<file path="src/rtl/cdc_fifo_pkg.sv">
// Shared types and constants for the cdc_fifo read-side stream adapter.
package cdc_fifo_pkg;

  typedef enum logic [1:0] {
    EMPTY0 = 2'd0,
    ONE1   = 2'd1,
    FULL2  = 2'd2
  } cdc_read_stream_state_t;

  localparam int unsigned CDC_READ_STREAM_DEPTH = 2;

endpackage

</file>
<file path="src/rtl/cdc_fifo_read_stream.sv">
// Show-ahead FIFO read port to registered valid/ready stream via a 2-entry elastic buffer.
// Optional accepted-transfer counter enabled by macro CDC_READ_STREAM_COUNT_EN.
module cdc_fifo_read_stream
  import cdc_fifo_pkg::*;
#(
  parameter int unsigned DATA_WIDTH  = 8,
  parameter int unsigned COUNT_WIDTH = 16
) (
  input  logic                  clock,
  input  logic                  reset,
  input  logic                  fifo_empty,
  input  logic [DATA_WIDTH-1:0] fifo_read_data,
  output logic                  fifo_read_increment,
  output logic                  out_valid,
  input  logic                  out_ready,
  output logic [DATA_WIDTH-1:0] out_data
`ifdef CDC_READ_STREAM_COUNT_EN
  ,
  output logic [COUNT_WIDTH-1:0] out_count
`endif
);

  if (COUNT_WIDTH == 0 || DATA_WIDTH == 0 || CDC_READ_STREAM_DEPTH != 2) begin : g_bad_param
    $error("cdc_fifo_read_stream: unsupported parameterisation");
  end

  cdc_read_stream_state_t state;
  logic [DATA_WIDTH-1:0]  tail;
  logic                   pop;
  logic                   acc;

  // Pop decision sees only occupancy and fifo_empty, keeping out_ready off this path.
  assign pop                 = !reset && !fifo_empty && (state != FULL2);
  assign acc                 = out_valid && out_ready;
  assign fifo_read_increment = pop;

  always_ff @(posedge clock) begin
    if (reset) begin
      state     <= EMPTY0;
      out_valid <= 1'b0;
      out_data  <= '0;
      tail      <= '0;
    end else begin
      case (state)
        EMPTY0: begin
          if (pop) begin
            out_data  <= fifo_read_data;
            out_valid <= 1'b1;
            state     <= ONE1;
          end
        end
        ONE1: begin
          if (pop && !acc) begin
            tail  <= fifo_read_data;
            state <= FULL2;
          end else if (pop && acc) begin
            out_data <= fifo_read_data;
          end else if (acc) begin
            out_valid <= 1'b0;
            state     <= EMPTY0;
          end
        end
        FULL2: begin
          if (acc) begin
            out_data <= tail;
            state    <= ONE1;
          end
        end
        default: begin
          out_valid <= 1'b0;
          state     <= EMPTY0;
        end
      endcase
    end
  end

`ifdef CDC_READ_STREAM_COUNT_EN
  // Wraps naturally modulo 2^COUNT_WIDTH.
  always_ff @(posedge clock) begin
    if (reset) begin
      out_count <= '0;
    end else if (acc) begin
      out_count <= out_count + COUNT_WIDTH'(1);
    end
  end
`endif

endmodule
</file>
<file path="config.mk">
export PLATFORM = sky130hd
export DESIGN_NAME = cdc_fifo_read_stream
export DESIGN_NICKNAME = d
export VERILOG_FILES = /design/src/rtl/cdc_fifo_pkg.sv /design/src/rtl/cdc_fifo_read_stream.sv
export SDC_FILE = /design/constraint.sdc
export NUM_CORES = 1
export LEC_CHECK = 0
export CAP_MARGIN = 20
export CORE_AREA = 2 2 55 42
export CTS_CLUSTER_SIZE = 14
export DETAILED_ROUTE_END_ITERATION = 8
export DIE_AREA = 0 0 57 44
export GPL_TIMING_DRIVEN = 0
export PLACE_DENSITY = 0.83
export RECOVER_POWER = 25
export SYNTH_ARGS = -nofsm -noshare
export SYNTH_HDL_FRONTEND = slang
export SYNTH_SLANG_ARGS = --single-unit
export TNS_END_PERCENT = 10
</file>
<file path="constraint.sdc">
create_clock -name clock -period 3.4 [get_ports clock]
set_input_delay 0.51 -clock clock [delete_from_list [all_inputs] [get_ports clock]]
set_output_delay 0.51 -clock clock [all_outputs]
set_load 0.01 [all_outputs]
</file>
# [Yosys cells after proc, flatten, opt, wreduce, memory -nomap -nowiden]
# Index checks and enable logic that the tools add are counted.
[totals] ram_bits=0 memories=0 romBits=0 output_inout_bits=10 register_bits=19 input_bits=12 word_cells=46 latchBits=0
[op_classes] add_sub_neg=0 mux=16 n_reduce_logical=14 n_bitwise=1 n_eq_ne=11 magnitude_cmp=0 n_div=0 n_mul=0 shift=0
[op_table] cell="$mux 8" count=4
[op_table] cell="$pmux 8 s3" count=1
[op_table] cell="$ne 2x2->1 const B" count=7
[op_table] cell="$mux 2" count=5
[op_table] cell="$reduce_and 5->1" count=2
[op_table] cell="$ne 3x3->1 const B" count=2
[op_table] cell="$pmux 2 s3" count=1
[op_table] cell="$logic_and 1x1->1" count=5
[op_table] cell="$mux 1" count=4
[op_table] cell="$reduce_and 4->1" count=1
[op_table] cell="$logic_not 1->1" count=3
[op_table] cell="$pmux 1 s3" count=1
[op_table] cell="$reduce_bool 3->1" count=1
[op_table] cell="$eq 2x1->1 const B" count=1
[op_table] cell="$eq 2x2->1 const B" count=1
[op_table] cell="$logic_not 2->1" count=1
[op_table] cell="$reduce_and 2->1" count=1
[op_table] cell="$not 1->1" count=1

# [Logic depth before layout (Yosys ltp)]
# Gate-level depths: netlist of run 1.
[logic_depth] depth_word=7 mapped_depth=4 mapped_depth_nobuf=3

# [Least setup slack after synthesis of run 1]
# Ideal clock, no wire load.
[synth_path] path_type="input to output" start="input port reset" end="output port fifo_read_increment" n_path_buf=2 stages=3 arrival_ps=1206 t_required_ps=2890 slack_ps=1684 path_cell_list="clkbuf_1 clkbuf_1 nor3_1"
[synth_between] elab_chain_cells=3
[synth_rtl] item="from (decl)" line="cdc_fifo_read_stream.sv:10" text="input logic reset,"
[synth_rtl] item="$logic_not 1->1" line="cdc_fifo_read_stream.sv:33" text="assign pop = !reset && !fifo_empty && (state != FULL2);"
[synth_rtl] item="$logic_and 1x1->1 (2 in a row)" line="cdc_fifo_read_stream.sv:33"
[synth_rtl] item="to (decl)" line="cdc_fifo_read_stream.sv:13" text="output logic fifo_read_increment,"
# Every way passes these cells.

# [Final worst setup path of run 1]
# Same ends and word-level chain as after synthesis.

==> results of run 1 <==
[placed cells by master (no fill, tap or decap), types with 2 or more instances in the layout]
master / Yosys / final
dfxtp_1: 19 / 19
a211oi_1: 16 / 16
clkdlybuf4s50_1: 0 / 15
nor2b_1: 10 / 10
mux2_4: 8 / 8
mux2i_1: 8 / 8
dlygate4sd3_1: 0 / 6
clkbuf_1: 2 / 3
a21oi_1: 3 / 3
nand2_1: 3 / 3
clkbuf_4: 0 / 3
nor3_1: 1 / 2
buf_6: 2 / 2
buf_2: 2 / 2
[worst max-delay path, cell delays in order]
cell and delay [ns]:
clkdlybuf4s50_1 0.50, clkbuf_1 0.40, clkbuf_1 0.45, nor3_1 0.11, clkdlybuf4s50_1 0.50
[power by group through the flow]
stage	Combinational [mW]	Clock (mW)	Sequential (mW)
floorplan	0.0606	0	0.259
global placement	0.110	0	0.256
detailed placement	0.113	0	0.258
CTS	0.114	0.118	0.253
global route	0.119	0.131	0.254
finish	0.110	0.116	0.252
[stage by stage]
step / cell area, um^2 / total power, mW / utilization, % / setup slack [ns] / hold slack (ns)
after floorplan: 930 / 0.320 / - / 1.68 / 0.526
after global placement: 1170 / 0.366 / 58.6 / 0.401 / 0.543
after detailed placement: 1170 / 0.371 / 58.6 / 0.383 / 0.556
after CTS: 1200 / 0.485 / 59.9 / 0.378 / 0.569
after global routing: 1180 / 0.505 / 59.3 / 0.324 / 0.591
final: 1180 / 0.479 / 59.3 / 0.428 / 0.562
[per-layer routing]
layer	vias up	track usage, %	routed length, um
li1	371	-	-
met1	346	22.4	934
met2	20	32.0	982
met3	2	6.57	119
met4	0	4.19	13
met5	-	0	0
[registers in the layout (all words and copies together) (netlist names)]
name,flops
out_data,8
tail,8
state,2
out_valid,1
[final timing paths]
check,end,slack [ns],cells after the start,from
max,fifo_read_increment,0.43,5,reset
min,out_data[7]$_SDFFE_PP0P_,0.56,2,tail[7]$_SDFFE_PP0P_
max reg2reg,tail[7]$_SDFFE_PP0P_,1.39,4,state[1]$_SDFFE_PP0P_
min reg2reg,out_data[7]$_SDFFE_PP0P_,0.56,2,tail[7]$_SDFFE_PP0P_
[kinds of logic (layout without fill, tap and decap cells)]
logic type	Yosys count	after routing
flops	19	19
compound gates	24	24
mux	16	16
buf+inv	6	31
simple gates	20	20
[final cells by class]
class / instances / share of cell area, %
tap: 24 / 2.53
multi-input combinational: 60 / 42.0
timing repair buffer: 21 / 17.7
clock buffer: 4 / 2.22
sequential: 19 / 32.1
buffer: 6 / 3.38
==> flow_metrics.py, run 1 <==
metrics = {
    "synth": {
        "syn-cell-area_um2": 930,
        "synth_top_family_by_area": "multiplexers",
        "synth_mux_area_share_pct": 21.5,
        "synth_edf_count": 0,
        "yosysMostFrequentCell": "dfxtp_1",
        "yosys.area_share.simple_pct": 14.3,
        "seq_area_frac_synth_pct": 40.9,
        "synth_xor_area_share_pct": 0,
        "postSynthCellCount": 85,
        "ys.warnings.count": 0,
        "synth-compound-area-share_pct": 19.0,
        "yosys-top-cells-count": "dfxtp_1 (19), a211oi_1 (16), nor2b_1 (10), mux2_4 (8), mux2i_1 (8)",
        "synth_area_leaders": "dfxtp_1 (41%), a211oi_1 (13%), mux2_4 (13%)",
        "syn_avg_cell_area_um2": 10.9,
        "ys_ff_latch": 19,
        "synth_cell_types": 22,
        "ys.flop_type": "dfxtp_1",
        "synthAdderAreaFrac_pct": 0,
        "synth_top_area_share_pct": 40.9,
        "yosysTopAreaCell": "dfxtp_1",
        "syn-num-nets": 97,
        "async_reset_ff_share_pct": 0,
    },
    "outcome": {
        "outcome": "finished, final reports clean",
    },
    "drt": {
        "drt_iter0_drc": 17,
        "routed_wirelength_um": 2050,
        "vias_per_cell": 5.51,
        "vias": 739,
        "detail_route.wl_per_cell_um": 15.3,
        "drc": 0,
        "first_pass_iters": 4,
        "ant_nets": 0,
    },
    "pwr": {
        "p_comb_share_pct": 23.0,
        "clockPowerShare_pct": 24.3,
        "cellPowerDensity_nw_per_um2": 404,
        "seqPwrFrac_pct": 52.6,
        "switching_share_pct": 27.3,
        "switchingPower_uw": 130,
        "p_leak_nw": 0.538,
        "ir_drop_mv": 0.368,
        "intPower_uw": 348,
    },
    "clocking": {
        "clk_pin_slew_ns": 0.11,
        "htreeDepth": 1,
        "postCtsSetupBuffers": 0,
        "cts-root-buf": "clkbuf_4",
        "numCtsBuffers": 3,
        "clock_latency_ns": 0.30,
        "clockBufferDepth": 2,
        "cts.sinks": 19,
        "cts_resized": 0,
        "tritoncts": "built",
        "hold_buffers": 0,
    },
    "finish": {
        "area_delta_synth_final_pct": 27.5,
        "n_fill_cell": 191,
        "nets": 123,
        "multi_input_area_um2": 498,
        "n_antenna_cell": 0,
        "regArea_um2": 380,
        "drive_gt1_share_pct": 15.5,
        "stdcell_count": 134,
    },
    "placement": {
        "place_inst": 130,
        "gp_congestion": 0.758,
        "dp.final_hpwl_um": 1460,
        "port_buffers": 21,
    },
    "critical_path": {
        "crit_path_start_kind": "primary input",
        "cp-end-kind": "output port",
        "setup.worst_path.class": "primary input to output port",
        "path_max_fanout": 10,
        "cp.arrival_ns": 2.46,
        "crit_required_ns": 2.89,
    },
    "job": {
        "maxCapViolCount": 0,
    },
    "global_route": {
        "overflow": 0,
        "grt_use_total_pct": 18.5,
        "grt_pass1_wl_um": 3460,
        "grt_pass1_vias": 738,
        "grt_max_degree": 11,
        "antenna_found_initial": 0,
    },
    "floorplanning": {
        "ios": 22,
        "die-area_um2": 2510,
        "fp-row-count": 14,
        "die_x_um": 57,
        "fp.dieH_um": 44,
        "core-area_um2": 2000,
        "initial_core_util_pct": 46.6,
    },
    "timing": {
        "clock.fmax_ghz": 0.337,
        "slew_violations": 0,
        "worst_slew_pin_slew_ns": 1.09,
        "setup_viol_count_final": 0,
        "fin_skew_ns": 0.00523,
        "rsz0062_at_grt": "no",
        "period_needed_ns": 2.97,
        "timing_hold_violations_final": 0,
        "max_slew_margin_pct": 26.7,
        "timing.final.crit_share_pct": 87.4,
        "tns_ns": 0,
    },
    "hold_path": {
        "hold_path_class": "register to register",
    },
}
Power figures use the tool's default switching activity.
==> run 2: changes to the inputs <==
Settings changed: ABC_AREA set to 0.
==> results of run 2 <==
The final DEF is identical to that of run 1; final timing and power are the same.
==> run 3: changes to the inputs <==
Settings changed: SLEW_MARGIN set to 25.
==> results of run 3 <==
The final DEF is identical to that of run 1; final timing and power are the same.
